`config.mk`:
```
export PLATFORM = sky130hd
export DESIGN_NAME = pipe_hazard_ctrl
export DESIGN_NICKNAME = d
export VERILOG_FILES = /design/src/rtl/pipe_pkg.sv /design/src/rtl/pipe_hazard_ctrl_hazard_detect.sv /design/src/rtl/pipe_hazard_ctrl.sv
export SDC_FILE = /design/constraint.sdc
export NUM_CORES = 1
export LEC_CHECK = 0
export CORE_UTILIZATION = 33
export CTS_CLUSTER_DIAMETER = 100
export CTS_CLUSTER_SIZE = 12
export DETAILED_ROUTE_END_ITERATION = 8
export GPL_TIMING_DRIVEN = 0
export PLACE_DENSITY_LB_ADDON = 0.2
export SLEW_MARGIN = 20
export SYNTH_ARGS = -nofsm -noshare
export SYNTH_HDL_FRONTEND = slang
export SYNTH_SLANG_ARGS = --single-unit
```
`constraint.sdc`:
```
create_clock -name clk -period 1.85 [get_ports clk]
set_input_delay 0.185 -clock clk [delete_from_list [all_inputs] [get_ports clk]]
set_output_delay 0.185 -clock clk [all_outputs]
set_load 0.01 [all_outputs]
```
`src/rtl/pipe_pkg.sv`:
```
// Shared types and constants for the RV32I pipeline sequencing controller.
package pipe_pkg;

  localparam int unsigned REG_AW = 5;
  localparam logic [REG_AW-1:0] REG_ZERO = 5'd0;

  localparam logic [1:0] CAUSE_ECALL  = 2'd0;
  localparam logic [1:0] CAUSE_EBREAK = 2'd1;

  typedef enum logic [2:0] {
    RUN          = 3'd0,
    DRAIN_FENCE  = 3'd1,
    DRAIN_ECALL  = 3'd2,
    DRAIN_EBREAK = 3'd3,
    TRAP         = 3'd4,
    HALT         = 3'd5
  } state_e;

endpackage

```
`src/rtl/pipe_hazard_ctrl_hazard_detect.sv`:
```
// Combinational load-use compare between the ID sources and a load in EX.
module hazard_detect
  import pipe_pkg::*;
(
  input  logic              id_valid_i,
  input  logic [REG_AW-1:0] id_rs1_addr_i,
  input  logic [REG_AW-1:0] id_rs2_addr_i,
  input  logic              id_uses_rs1_i,
  input  logic              id_uses_rs2_i,
  input  logic              ex_valid_i,
  input  logic              ex_mem_read_i,
  input  logic              ex_reg_write_i,
  input  logic [REG_AW-1:0] ex_rd_addr_i,
  output logic              load_use_c_o
);

  logic ex_load_c;
  logic src_match_c;

  assign ex_load_c   = ex_valid_i && ex_mem_read_i && ex_reg_write_i && (ex_rd_addr_i != REG_ZERO);
  assign src_match_c = (id_uses_rs1_i && (id_rs1_addr_i == ex_rd_addr_i)) ||
                       (id_uses_rs2_i && (id_rs2_addr_i == ex_rd_addr_i));
  assign load_use_c_o = id_valid_i && ex_load_c && src_match_c;

endmodule

```
`src/rtl/pipe_hazard_ctrl.sv`:
```
// Pipeline stall/bubble/flush sequencing with FENCE/ECALL/EBREAK drain FSM.
// Optional saturating stall/flush counters under PIPE_HAZARD_PERF_EN.
module pipe_hazard_ctrl
  import pipe_pkg::*;
#(
  parameter int unsigned XLEN_CNT = 32
) (
  input  logic              clk,
  input  logic              rst_n,
  input  logic              id_valid,
  input  logic [REG_AW-1:0] id_rs1_addr,
  input  logic [REG_AW-1:0] id_rs2_addr,
  input  logic              id_uses_rs1,
  input  logic              id_uses_rs2,
  input  logic              id_ecall,
  input  logic              id_ebreak,
  input  logic              id_fence,
  input  logic              ex_valid,
  input  logic              ex_mem_read,
  input  logic              ex_reg_write,
  input  logic [REG_AW-1:0] ex_rd_addr,
  input  logic              ex_redirect,
  input  logic              mem_valid,
  input  logic              wb_valid,
  input  logic              resume,
  output logic              stall_if,
  output logic              stall_id,
  output logic              bubble_ex,
  output logic              flush_if,
  output logic              trap_req,
  output logic              halted
`ifdef PIPE_HAZARD_PERF_EN
  ,
  output logic [XLEN_CNT-1:0] stall_cnt,
  output logic [XLEN_CNT-1:0] flush_cnt
`endif
);

  state_e state_q, state_d;
  logic   trap_req_q, halted_q;
  logic   load_use_c, occupied_c;
  logic   stall_c, bubble_c, flush_c;

  hazard_detect u_hazard_detect (
    .id_valid_i     (id_valid),
    .id_rs1_addr_i  (id_rs1_addr),
    .id_rs2_addr_i  (id_rs2_addr),
    .id_uses_rs1_i  (id_uses_rs1),
    .id_uses_rs2_i  (id_uses_rs2),
    .ex_valid_i     (ex_valid),
    .ex_mem_read_i  (ex_mem_read),
    .ex_reg_write_i (ex_reg_write),
    .ex_rd_addr_i   (ex_rd_addr),
    .load_use_c_o   (load_use_c)
  );

  assign occupied_c = ex_valid || mem_valid || wb_valid;

  // Next-state and strobe decode; redirect pre-empts everything except resume.
  always_comb begin
    state_d  = state_q;
    stall_c  = 1'b0;
    bubble_c = 1'b0;
    flush_c  = 1'b0;
    unique case (state_q)
      RUN: begin
        if (ex_redirect) begin
          flush_c  = 1'b1;
          bubble_c = 1'b1;
        end else if (load_use_c) begin
          stall_c  = 1'b1;
          bubble_c = 1'b1;
        end else if (id_valid) begin
          if (id_ebreak)     state_d = DRAIN_EBREAK;
          else if (id_ecall) state_d = DRAIN_ECALL;
          else if (id_fence) state_d = DRAIN_FENCE;
        end
      end
      DRAIN_FENCE, DRAIN_ECALL, DRAIN_EBREAK: begin
        if (ex_redirect) begin
          flush_c  = 1'b1;
          bubble_c = 1'b1;
          state_d  = RUN;
        end else if (occupied_c) begin
          stall_c  = 1'b1;
          bubble_c = 1'b1;
        end else begin
          unique case (state_q)
            DRAIN_ECALL:  state_d = TRAP;
            DRAIN_EBREAK: state_d = HALT;
            default:      state_d = RUN;
          endcase
        end
      end
      TRAP: begin
        flush_c  = 1'b1;
        bubble_c = 1'b1;
        state_d  = RUN;
      end
      HALT: begin
        // On resume the held ebreak is bubbled rather than re-decoded.
        if (resume) begin
          bubble_c = 1'b1;
          state_d  = RUN;
        end else if (ex_redirect) begin
          flush_c  = 1'b1;
          bubble_c = 1'b1;
          state_d  = RUN;
        end else begin
          stall_c  = 1'b1;
          bubble_c = 1'b1;
        end
      end
      default: state_d = RUN;
    endcase
  end

  assign stall_if  = stall_c  && rst_n;
  assign stall_id  = stall_c  && rst_n;
  assign bubble_ex = bubble_c && rst_n;
  assign flush_if  = flush_c  && rst_n;
  assign trap_req  = trap_req_q;
  assign halted    = halted_q;

  always_ff @(posedge clk or negedge rst_n) begin
    if (!rst_n) begin
      state_q    <= RUN;
      trap_req_q <= 1'b0;
      halted_q   <= 1'b0;
    end else begin
      state_q    <= state_d;
      trap_req_q <= (state_d == TRAP);
      halted_q   <= (state_d == HALT);
    end
  end

`ifdef PIPE_HAZARD_PERF_EN
  logic [XLEN_CNT-1:0] stall_cnt_q, flush_cnt_q;

  always_ff @(posedge clk or negedge rst_n) begin
    if (!rst_n) begin
      stall_cnt_q <= '0;
      flush_cnt_q <= '0;
    end else begin
      if (stall_if && (stall_cnt_q != '1)) stall_cnt_q <= stall_cnt_q + XLEN_CNT'(1);
      if (flush_if && (flush_cnt_q != '1)) flush_cnt_q <= flush_cnt_q + XLEN_CNT'(1);
    end
  end

  assign stall_cnt = stall_cnt_q;
  assign flush_cnt = flush_cnt_q;
`endif

endmodule

```
; Yosys cells after proc, flatten, opt, wreduce, memory -nomap -nowiden
; Index checks and enable logic that the tools add are counted.
[totals]
reg_bits = 5
output_inout_bits = 6
word_cells = 55
[classes]
n_eq_ne = 9
mux = 25
reduce_logical = 18
[ops]
columns = cell, n
row1 = 3-bit 2-to-1 mux, 10
row2 = 3-bit == test (second input constant), 4
row3 = 5-bit == test, 2
row4 = 1-bit logical AND, 10
row5 = 1-bit 2-to-1 mux, 10
row6 = 1-bit one-hot mux with 3 select lines, 3
row7 = 3-bit one-hot mux with 3 select lines, 1
row8 = 3-bit by 2-bit == test with 1-bit output (second input constant), 2
row9 = 3-bit one-hot mux with 2 select lines, 1
row10 = 5-bit nonzero test, 1
row11 = 4-bit OR reduction, 1
row12 = 3-bit by 1-bit == test with 1-bit output (second input constant), 1
row13 = 3-bit logical NOT, 1
row14 = 1-bit logical OR, 3
row15 = 3-bit OR reduction, 1
row16 = 2-bit OR reduction, 1

; Logic depth before layout (Yosys ltp)
[logic_depth]
ltp_word = 9
ltp_mapped = 6
depth_no_buf = 4

; Hierarchy
; From an unflattened synthesis, not the netlist that was laid out.
[unflattened]
hier_cells = 63
area_unflattened_um2 = 536.8
[by_module_without_submodules]
columns = module, n_inst, cells_each, area_each_um2
row1 = pipe_hazard_ctrl, 1, 45, 396.6
row2 = hazard_detect, 1, 18, 140.1

; Worst setup path after synthesis
; Ideal clock, no wire load.
[synth_timing]
kind = register -> output
from = register state_q[1]
to = output port stall_if
t_arrival_ns = 1.612
slack_ns = 0.053
stages_incl_launch_ff = 7
path_buffers = 2
cell_sequence = dfrtp_1 clkbuf_1 nor3b_1 nand2_1 o21a_1 o32ai_1 buf_4
[synth_between]
elab_chain_len = 4
word_cells_on_any_way = 8
classes_between = eq/ne (4) / mux (1) / reduce/logical (3)
[synth_rtl]
columns = element, line_no
row1 = start: declaration, pipe_hazard_ctrl.sv:39  ; state_e state_q, state_d;
row2 = start signal: assignment, pipe_hazard_ctrl.sv:131  ; state_q <= state_d;
row3 = 3-bit by 2-bit == test with 1-bit output or 3-bit by 1-bit == test with 1-bit output (tied branches), pipe_hazard_ctrl.sv:65  ; unique case (state_q)
row4 = 3-bit OR reduction, pipe_hazard_ctrl.sv:65
row5 = 1-bit one-hot mux with 3 select lines (*), pipe_hazard_ctrl.sv:65
row6 = 1-bit logical AND (*), n/a
row7 = end: declaration, pipe_hazard_ctrl.sv:26  ; output logic stall_if,
; Every way passes the cells marked *; elsewhere a longest branch is shown, timed or not.

; Worst setup path in the final report
[layout_timing]
from = input port ex_valid
to = output port stall_if
[layout_between]
elab_chain_len = 9
word_cells_on_any_way = 13
classes_between = mux (5) / reduce/logical (8)
[layout_rtl]
columns = element, line_no
row1 = start: declaration, pipe_hazard_ctrl.sv:18  ; input logic ex_valid,
row2 = 1-bit logical AND (3 in a row), pipe_hazard_ctrl_hazard_detect.sv:20  ; assign ex_load_c = ex_valid_i && ex_mem_read_i && ex_reg_write_i && (ex_rd_addr_i != REG_ZERO);
row3 = 1-bit logical AND (2 in a row), pipe_hazard_ctrl_hazard_detect.sv:23  ; assign load_use_c_o = id_valid_i && ex_load_c && src_match_c;
row4 = 1-bit 2-to-1 mux, pipe_hazard_ctrl.sv:70  ; end else if (load_use_c) begin
row5 = 1-bit 2-to-1 mux, pipe_hazard_ctrl.sv:67  ; if (ex_redirect) begin
row6 = 1-bit one-hot mux with 3 select lines (*), pipe_hazard_ctrl.sv:65
row7 = 1-bit logical AND (*), pipe_hazard_ctrl.sv:118  ; assign stall_if = stall_c && rst_n;
; Marked as above.

==> metrics <==
Mapped Cells 62; vias per cell 5.27; Port Buffer Count 35; Crit-path slowest cell clkdlybuf4s50_1; initial antenna violation count 0; clk_lat worst skew 0.24 ns; clk slew on worst S/H paths 0.04 ns; antenna viol nets, final 0; unrepaired setup endpoints after global routing true; hold_ws 0.211 ns; CP Capture Type primary output; n_diodes 0; synthesized area per cell 8.03 µm²; Hold Crit Class in2async; die width 40.8 µm; CP Cell Sequence clkdlybuf4s50_1, or3_4, o21ai_1, o21a_1, o32ai_2, buf_4, buf_6; required time worst endpoint 1.66 ns; initial core utilization 36.9%; Synth area leaders dfrtp_1 25%, xnor2_1 18%, a21oi_1 4.0%; CTS tree done; Synth-to-Final Area Change 93.7%; CP Buf/Inv Count 3; internal power 331 µW; Core ar. 0.00135 mm²; Synth Flop Type dfrtp_1; clk sinks 5; DIE AREA 0.00167 mm²; asr flop ratio synth 100%; PD cells 487 mW/mm²; crit start category input pin; H-tree level count 1; final setup fails 0; Max Root-Sink Buffers 2; CP Data Arrival Time 1.65 ns; largest area contributor in the netlist dfrtp_1; Flop pwr share 29.4%; Routed WL 1.45 mm; detailed placer's ending HPWL 1.20 mm; wire length per cell 12.0 µm; switching share of power 29.7%; Ys Warns 0; Synth top area share 25.1%; CP max FO 5; share of layout cells above drive strength 1 21.7%; Worst path top cell family by delay buffers and inverters; Root Driver clkbuf_4; post-synthesis sequential area ratio 25.1%; outcome complete, no violations; Logic pwr share 44.6%; TritonCTS buffer count 3; post-synth net total 92; Fin. Hold Viols 0; EDFF count, synth 0; number of cell rows 13; Crit Path Class in2out; critical path launch point ex_valid; Leakage 0.384 nW; peak supply drop 430 µV; Reg-to-Reg Start state_q[1]$_DFF_PN0_; final instance area 965 µm²; Period minus WS final 1.83 ns; first-pass GRT wire length 2.26 mm; clock network power share 25.9%; global-route usage over all layers 20.2%; via count 638; vias in the first global route 553; I/O pins 36; Slew @ Worst Pin 0.381 ns; Final period util 99.1%; Post-Route Utilization 71.5%; distinct cell type count after synthesis 30; First-pass DRT Iterations 4; Slew Limit Fails 0; sw power 139 µW; Clock Skews 0.00285 ns; Slew HR 74.2%; initial drt markers 14; Die Y 40.8 µm; RePlAce Congestion 0.774; total grt overflow 0; max frequency 546 MHz; # hold bufs at CTS 0; Max Cap Viol 0; critical path's largest stage delay 0.42 ns; largest net degree at the start of global routing 9; dpl cell area 867 µm²; # DRC 0; synthesized area 498 µm²; Yosys reg bits 5; Final nets 137
==> cells in the mapped netlist (2+ instances only) <==
library cell   n
nor3_1         3
o21a_1         2
nand3_1        2
dfrtp_1        5
nor2b_1        2
inv_1          2
nor2_1         3
a21oi_1        4
nand2_1        4
o21ai_0        4
nand4_1        3
xnor2_1       10
==> flip-flops by register name, indices dropped and copies added (netlist names) <==
name and cells:
state_q 3, halted 1, trap_req 1
==> cells by family after synthesis <==
kind of cell    count (synthesis)  synth area share, %
buf+inv                         4                 3.77
simple gates                   24                 27.4
compound gates                 19                 26.1
xor+xnor                       10                 17.6
flops                           5                 25.1
==> metal layers <==
metal	track usage, %	up-vias	share of wire, %
met5	0	-	0
met4	1.67	0	0
met3	7.07	0	4.4
met2	34.0	23	52
met1	25.5	294	43
li1	-	321	-
==> final cells by class <==
class | count | area, µm²
Tap cell | 15 | 18.8
Clock buffer | 4 | 26.3
Fill cell | 125 | 385
Sequential cell | 5 | 128
Multi-Input combinational cell | 53 | 385
Buffer | 1 | 7.51
Timing Repair Buffer | 41 | 392
Inverter | 2 | 7.51
==> placed cells by master (no fill, tap or decap), types with 2 or more instances in the layout <==
cell             count
a21oi_2              2
inv_1                2
a21oi_1              3
o21ai_1              3
nand4_1              3
buf_4                7
dfrtp_2              2
dlymetal6s2s_1       2
nand2_1              4
xnor2_1             10
nor2_1               3
nor3_1               3
dlygate4sd2_1        5
nand3_1              2
clkdlybuf4s50_1     25
nor2b_1              2
o21a_1               2
clkbuf_4             3
dfrtp_1              3
==> power by group through the flow <==
| stage | Combinational, mW | Sequential [mW] | Clock (mW) |
|---|---|---|---|
| 5_1_grt | 0.227 | 0.141 | 0.142 |
| 4_1_cts | 0.197 | 0.140 | 0.129 |
| 3_3_place_gp | 0.186 | 0.132 | 0 |
| 3_5_place_dp | 0.189 | 0.133 | 0 |
| 6_report | 0.210 | 0.138 | 0.122 |
| 2_1_floorplan | 0.0876 | 0.129 | 0 |
==> what timing repair did <==
| item | in CTS | in global routing |
|---|---|---|
| setup endpoints to repair | 4 | 3 |
| buffers inserted | 3 | 3 |
| pin swaps | 1 | 4 |
| hold endpoints to repair | 0 | 0 |
| gates resized for setup | 22 | 8 |
==> per-stage QoR <==
| stage | power, mW | worst slack [ns] | TNS [ns] | instances |
|---|---|---|---|---|
| after floorplan | 0.216 | 0.0534 | 0 | 62 |
| final | 0.470 | 0.0176 | 0 | 121 |
| after CTS | 0.465 | -0.0724 | -0.102 | 118 |
| after detailed placement | 0.322 | -0.608 | -1.46 | 112 |
| after global routing | 0.510 | -0.0740 | -0.105 | 121 |
| after global placement | 0.318 | -0.610 | -1.46 | 112 |
==> worst paths after layout <==
kind	end	slack (ns)	cells past startpoint
worst max register to register	state_q[0]$_DFF_PN0_	0.34	5
worst min-delay path	halted$_DFF_PN0_	0.21	1
worst min register to register	trap_req$_DFF_PN0_	0.65	1
max in group asynchronous	state_q[1]$_DFF_PN0_	1.37	1
min in group clk	state_q[2]$_DFF_PN0_	0.43	2
worst max-delay path	stall_if	0.02	7
Note: power is estimated with default switching activity, not from simulation.
